## src/rtl/seq_detect_param_if.sv

```systemverilog
// Serial-stream bundle for seq_detect_param: bit/valid/overlap/pattern-load in,
// Mealy match flag and match count out.
interface seq_detect_param_if #(
    parameter int PAT_W = 3,
    parameter int CNT_W = 8
);
    logic             in_i;
    logic             in_valid_i;
    logic             overlap_i;
    logic             pat_load_i;
    logic [PAT_W-1:0] pat_in_i;
    logic             out_o;
    logic [CNT_W-1:0] match_cnt_o;

    modport master (
        output in_i, in_valid_i, overlap_i, pat_load_i, pat_in_i,
        input  out_o, match_cnt_o
    );

    modport slave (
        input  in_i, in_valid_i, overlap_i, pat_load_i, pat_in_i,
        output out_o, match_cnt_o
    );
endinterface

```

## src/rtl/seq_detect_param.sv

```systemverilog
// Parametrised Mealy serial-pattern detector with runtime-loadable pattern.
// Optional saturating match counter enabled by defining SEQ_DET_CNT_EN.
module seq_detect_param #(
    parameter int               PAT_W   = 3,
    parameter logic [PAT_W-1:0] RST_PAT = PAT_W'(3'b101),
    parameter int               CNT_W   = 8
) (
    input logic               clk,
    input logic               rst,
    seq_detect_param_if.slave bus
);
    localparam int            FW       = $clog2(PAT_W);
    localparam logic [FW-1:0] FILL_MAX = FW'(PAT_W - 1);

    logic [PAT_W-1:0] pat_q, pat_d;
    logic [PAT_W-2:0] hist_q, hist_d, hist_shift;
    logic [FW-1:0]    fill_q, fill_d;
    logic             consume, full, match;

    generate
        if (PAT_W == 2) begin : g_hist_w2
            assign hist_shift = bus.in_i;
        end else begin : g_hist_wn
            assign hist_shift = {hist_q[PAT_W-3:0], bus.in_i};
        end
    endgenerate

    // fill gates the compare so a cleared history can never alias an all-zero pattern
    always_comb begin
        consume = bus.in_valid_i & ~bus.pat_load_i;
        full    = (fill_q == FILL_MAX);
        match   = consume & full & ({hist_q, bus.in_i} == pat_q);
    end

    assign bus.out_o = match & rst;

    always_comb begin
        pat_d  = pat_q;
        hist_d = hist_q;
        fill_d = fill_q;
        if (bus.pat_load_i) begin
            pat_d  = bus.pat_in_i;
            hist_d = '0;
            fill_d = '0;
        end else if (consume) begin
            hist_d = hist_shift;
            if (match && !bus.overlap_i)
                fill_d = '0;
            else if (!full)
                fill_d = fill_q + FW'(1);
        end
    end

    always_ff @(posedge clk or negedge rst) begin
        if (!rst) begin
            pat_q  <= RST_PAT;
            hist_q <= '0;
            fill_q <= '0;
        end else begin
            pat_q  <= pat_d;
            hist_q <= hist_d;
            fill_q <= fill_d;
        end
    end

`ifdef SEQ_DET_CNT_EN
    logic [CNT_W-1:0] cnt_q, cnt_d;

    // a load clears the count even if it coincides with a would-be match
    always_comb begin
        cnt_d = cnt_q;
        if (bus.pat_load_i)
            cnt_d = '0;
        else if (match && (cnt_q != {CNT_W{1'b1}}))
            cnt_d = cnt_q + CNT_W'(1);
    end

    always_ff @(posedge clk or negedge rst) begin
        if (!rst) cnt_q <= '0;
        else      cnt_q <= cnt_d;
    end

    assign bus.match_cnt_o = cnt_q;
`else
    assign bus.match_cnt_o = '0;
`endif

endmodule

```

## src/flat_wrapper.sv

```systemverilog
// flat-port wrapper written by rule: the top's interface ports become plain ports
module seq_detect_param_flat 
#(
    parameter int               PAT_W   = 3,
    parameter logic [PAT_W-1:0] RST_PAT = PAT_W'(3'b101),
    parameter int               CNT_W   = 8
)
  (clk, rst, bus_in_i, bus_in_valid_i, bus_overlap_i, bus_pat_load_i, bus_pat_in_i, bus_out_o, bus_match_cnt_o);
  seq_detect_param_if #(.PAT_W(PAT_W), .CNT_W(CNT_W)) bus_i ();
  input logic clk;
  input logic rst;
  input wire logic [$bits(bus_i.in_i)-1:0] bus_in_i;
  input wire logic [$bits(bus_i.in_valid_i)-1:0] bus_in_valid_i;
  input wire logic [$bits(bus_i.overlap_i)-1:0] bus_overlap_i;
  input wire logic [$bits(bus_i.pat_load_i)-1:0] bus_pat_load_i;
  input wire logic [$bits(bus_i.pat_in_i)-1:0] bus_pat_in_i;
  output wire logic [$bits(bus_i.out_o)-1:0] bus_out_o;
  output wire logic [$bits(bus_i.match_cnt_o)-1:0] bus_match_cnt_o;
  assign bus_i.in_i = bus_in_i;
  assign bus_i.in_valid_i = bus_in_valid_i;
  assign bus_i.overlap_i = bus_overlap_i;
  assign bus_i.pat_load_i = bus_pat_load_i;
  assign bus_i.pat_in_i = bus_pat_in_i;
  assign bus_out_o = bus_i.out_o;
  assign bus_match_cnt_o = bus_i.match_cnt_o;
  seq_detect_param #(.PAT_W(PAT_W), .RST_PAT(RST_PAT), .CNT_W(CNT_W)) u_core (.clk(clk), .rst(rst), .bus(bus_i));
endmodule
```

## config.mk

```make
export PLATFORM = sky130hd
export DESIGN_NAME = seq_detect_param_flat
export DESIGN_NICKNAME = d
export VERILOG_FILES = /design/src/rtl/seq_detect_param_if.sv /design/src/rtl/seq_detect_param.sv /design/src/flat_wrapper.sv
export SDC_FILE = /design/constraint.sdc
export NUM_CORES = 1
export LEC_CHECK = 0
export ABC_AREA = 1
export CORE_AREA = 4 4 41 43
export DETAILED_ROUTE_END_ITERATION = 8
export DIE_AREA = 0 0 45 47
export PLACE_DENSITY = 0.73
export SKIP_LAST_GASP = 1
export SYNTH_ARGS = -nofsm -noshare
export SYNTH_HDL_FRONTEND = slang
export SYNTH_SLANG_ARGS = --single-unit
```

## constraint.sdc

```tcl
create_clock -name clk -period 1.7 [get_ports clk]
set_clock_uncertainty 0.05 [all_clocks]
set_input_delay 0.34 -clock clk [delete_from_list [all_inputs] [get_ports clk]]
set_output_delay 0.34 -clock clk [all_outputs]
set_load 0.02 [all_outputs]
```

# After elaboration in Yosys (flattened, before gate mapping)

Cells that the tools add are included.

Bits in registers: 7
Latch bits: 0
Memory bits (writable): 0
ROM bits: 0
Input bits: 9
Memories kept: 0

Add/sub/neg operators: 1
Multipliers: 0
Div/mod/pow operators: 0
Order comparisons: 0
Equal/unequal tests: 3
Shift-type cells: 0
Mux-type cells: 6
Bitwise logic cells: 5
Reduce and logical (&&, ||, !) cells: 4

Operator list:

| operator                                    | count |
|---|---|
| two-way mux 2 bit                           | 6 |
| bitwise AND 1 bit                           | 4 |
| == test 3 bit                               | 1 |
| != test 3 bit, second input constant        | 1 |
| adder 2 x 1 -> 2 bit, second input constant | 1 |
| == test 2 bit, second input constant        | 1 |
| AND reduction 2 bit                         | 1 |
| nonzero test 2 bit                          | 1 |
| logical AND 1 bit                           | 1 |
| zero test 1 bit                             | 1 |
| inverter 1 bit                              | 1 |

# Logic depth before layout (Yosys ltp)

Depth after elaboration: 8
Depth in mapped cells: 9

# Worst setup path before layout

Ideal clock, no wire load.

Kind: register to output
Start: register u_core.fill_q[0]
End: output port bus_out_o
Data arrival time: 1.025 ns
Slack: 0.285 ns
Cell stages (with the launch flop): 6
Cell sequence: dfrtp_1 inv_1 ha_1 nand2_1 nor2_1 and3_2

Cells in the longest elaborated chain, start to end: 4

Ends and longest elaborated chain:

| item                           | RTL line               | source |
|---|---|---|
| start: declaration             | seq_detect_param.sv:17 | `logic [FW-1:0] fill_q, fill_d;` |
| start signal: assignment       | seq_detect_param.sv:62 | `fill_q <= fill_d;` |
| == test 2 bit                  | seq_detect_param.sv:31 | `full = (fill_q == FILL_MAX);` |
| bitwise AND 1 bit (2 in a row) | seq_detect_param.sv:32 | `match = consume & full & ({hist_q, bus.in_i} == pat_q);` |
| bitwise AND 1 bit              | seq_detect_param.sv:35 | `assign bus.out_o = match & rst;` |
| end: declaration               | flat_wrapper.sv:17     | `output wire logic [$bits(bus_i.out_o)-1:0] bus_out_o;` |

Every way passes these cells.

# Worst setup path after layout

Start: register u_core.pat_q[2]
End: register u_core.fill_q[0]

Cells in the longest elaborated chain, start to end: 6

Ends and longest elaborated chain:

| item                     | RTL line               | source |
|---|---|---|
| start: declaration       | seq_detect_param.sv:15 | `logic [PAT_W-1:0] pat_q, pat_d;` |
| start signal: assignment | seq_detect_param.sv:60 | `pat_q <= pat_d;` |
| == test 3 bit (*)        | seq_detect_param.sv:32 |  |
| bitwise AND 1 bit (*)    | seq_detect_param.sv:32 |  |
| logical AND 1 bit (*)    | seq_detect_param.sv:47 | `if (match && !bus.overlap_i)` |
| two-way mux 2 bit        | seq_detect_param.sv:47 |  |
| two-way mux 2 bit        | seq_detect_param.sv:45 | `end else if (consume) begin` |
| two-way mux 2 bit        | seq_detect_param.sv:41 | `if (bus.pat_load_i) begin` |

Every way passes the cells marked *; elsewhere a longest branch is shown, timed or not. The select of a mux whose other input is x is not followed.
A chain may end at the register's enable or synchronous reset.

==> flow_summary.json <==
{
  "fp-row-count": 13,
  "syn_area_per_cell_um2": 7.33,
  "cts-root-buf": "clkbuf_4",
  "drt-initial-drc-count": 6,
  "crit_required_ns": 1.83,
  "layout.cells.most_common_list": "buf_4 (17), nand2_1 (12), inv_1 (8), conb_1 (8), nand2_2 (7)",
  "nets": 103,
  "final_cells": 107,
  "synth_top_cell_by_area": "dfrtp_1",
  "grt_max_degree": 8,
  "synth_area_um2": 462,
  "ys_ff_latch": 7,
  "cts_max_level": 1,
  "reg2reg_from": "u_core.pat_q[2]",
  "antenna_found_initial": 0,
  "r2r_cells": 12,
  "path_clk_slew_ns": 0.05,
  "grt_pass1_vias": 420,
  "cp.arrival_ns": 1.86,
  "violations": "negative setup slack",
  "p_leak_nw": 0.383,
  "synthCells": 63,
  "antenna_cells": 0,
  "routed_wl_um": 992,
  "stdcell_area_um2": 747,
  "n_fill_cell": 142,
  "io_buffer_count": 9,
  "dr_total_vias": 454,
  "numClockSinks": 7,
  "timing.final.max_slew_violations": 0,
  "cts.path.max_buffers": 2,
  "grt_pass1_wl_um": 1520,
  "grt_setup_unrepaired": "yes",
  "r2r_slack_ns": -0.03,
  "syn2layout_area_growth_pct": 61.8,
  "status": "finished, violations left",
  "vdd_drop_max_uv": 495,
  "synth.top_cell.area_share_pct": 27.1,
  "end_kind": "flop",
  "die_h_um": 47,
  "yosys_warnings": 0,
  "fmax_ghz": 0.578,
  "holdWs_ns": 0.378,
  "period_share_pct": 102,
  "p_per_area_nw_per_um2": 781,
  "fin_crit_ns": 1.73,
  "start_kind": "flop",
  "first_pass_iters": 6,
  "maxCapViolCount": 0,
  "dpl_cell_area_um2": 612,
  "coreArea_um2": 1300,
  "cts_tree": "built",
  "initial_core_util_pct": 35.5,
  "clock_latency_ns": 0.24,
  "synth_cell_types": 15,
  "layout_commonest_cell": "buf_4",
  "io_pins": 18,
  "die-width_um": 45,
  "drive_gt1_share_pct": 45.7,
  "hold_viol_final": 0,
  "setup.worst_path.class": "flop to flop",
  "antenna_left": 0,
  "via_per_inst": 4.24,
  "postLayoutCoreUtil_pct": 57.4,
  "worst_slack_ns": -0.0289,
  "wl_per_cell_um": 9.27,
  "cts_hold_buf": 0,
  "dp_cells": 96,
  "dieArea_um2": 2120,
  "cp_max_fo": 2,
  "r2r-end": "u_core.fill_q[0]",
  "routabilityCongestion": 0.800,
  "track_usage_pct": 10.0,
  "finalSetupViolations": 2,
  "dp_hpwl_um": 700,
  "overflow": 0,
  "hold_path.class": "input pin to asynchronous set/reset pin",
  "cts_buffers": 3,
  "synth_seq_area_share_pct": 38.5,
  "drcViolationCount": 0,
  "dp_slack_ns": -0.557,
  "synth.area.top_cells": "dfrtp_1 (27%), nand2_1 (15%), buf_4 (13%)"
}
-- metrics by stage --
step	total power, mW	setup TNS, ns
floorplan	0.302	0
global placement	0.356	-0.541
detailed placement	0.359	-0.576
CTS	0.537	-0.0226
global route	0.625	-0.307
finish	0.583	-0.0323
-- critical path, cell delays in order, from the launching register on --
cell and delay, ns:
dfstp_2 0.53, nand2_1 0.06, nand2_2 0.08, nor2_4 0.04
buf_4 0.12, buf_4 0.12, buf_4 0.12, buf_4 0.13
nand3_4 0.06, nand2_2 0.07, nor2_2 0.12, nand3_1 0.09
nand2_1 0.09
-- sequential cells by signal (all words and copies together), names as in the netlist --
| signal | cells |
|---|---|
| u_core.fill_q | 2 |
| u_core.hist_q | 2 |
| u_core.pat_q | 3 |
-- what timing repair did --
action,4_1_cts,5_1_grt
gates cloned,0,0
setup buffers,5,2
resized for setup,14,14
endpoints found under the setup margin,1,3
pin swaps,7,11
-- layout make-up --
class,count,area (µm²),share of cell area (%)
sequential,7,178,23.8
timing repair buffer,26,215,28.8
tap,15,18.8,2.51
multi-input combinational,44,268,35.8
clock buffer,4,26.3,3.52
inverter,11,41.3,5.53
-- logic make-up after synthesis --
logic type / synth area share (%)
AOI/OAI and AO/OA: 5.96
adders and majority gates: 2.71
buffers and inverters: 22.0
DFF: 38.5
other: 0.812
and+or+nand+nor: 30.1
-- per-layer routing --
metal / up-vias / wire length (µm) / GRT usage, %
met3: 2 / 80 / 1.15
met2: 16 / 535 / 17.2
met1: 198 / 372 / 11.6
met4: 0 / 4 / 7.02
met5: - / 0 / 0
li1: 238 / - / -
-- report_power, final --
part	switching (mW)	internal [mW]
sequential	0.0133	0.192
combinational	0.113	0.121
clock	0.0548	0.0891
-- Yosys cell counts --
library cell,instances
nor2_1,3
o22ai_1,2
dfstp_2,2
buf_4,8
nor2_2,2
nand2_1,19
conb_1,1
nand2_2,1
nand3_1,2
ha_1,1
o21ai_0,3
inv_1,11
dfrtp_1,5
and3_2,1
nand3_2,2
-- worst max path at each step --
stage	start	endpoint	slack, ns	cells past startpoint
floorplan	u_core.fill_q[0]	bus_out_o	0.28	5
finish	u_core.pat_q[2]	u_core.fill_q[0]	-0.03	12
global placement	bus_in_valid_i	bus_out_o	-0.54	7
global route	u_core.pat_q[2]	u_core.fill_q[0]	-0.14	12
detailed placement	bus_in_valid_i	bus_out_o	-0.56	7
CTS	u_core.pat_q[2]	bus_out_o	-0.02	6
Power figures use the tool's default switching activity.
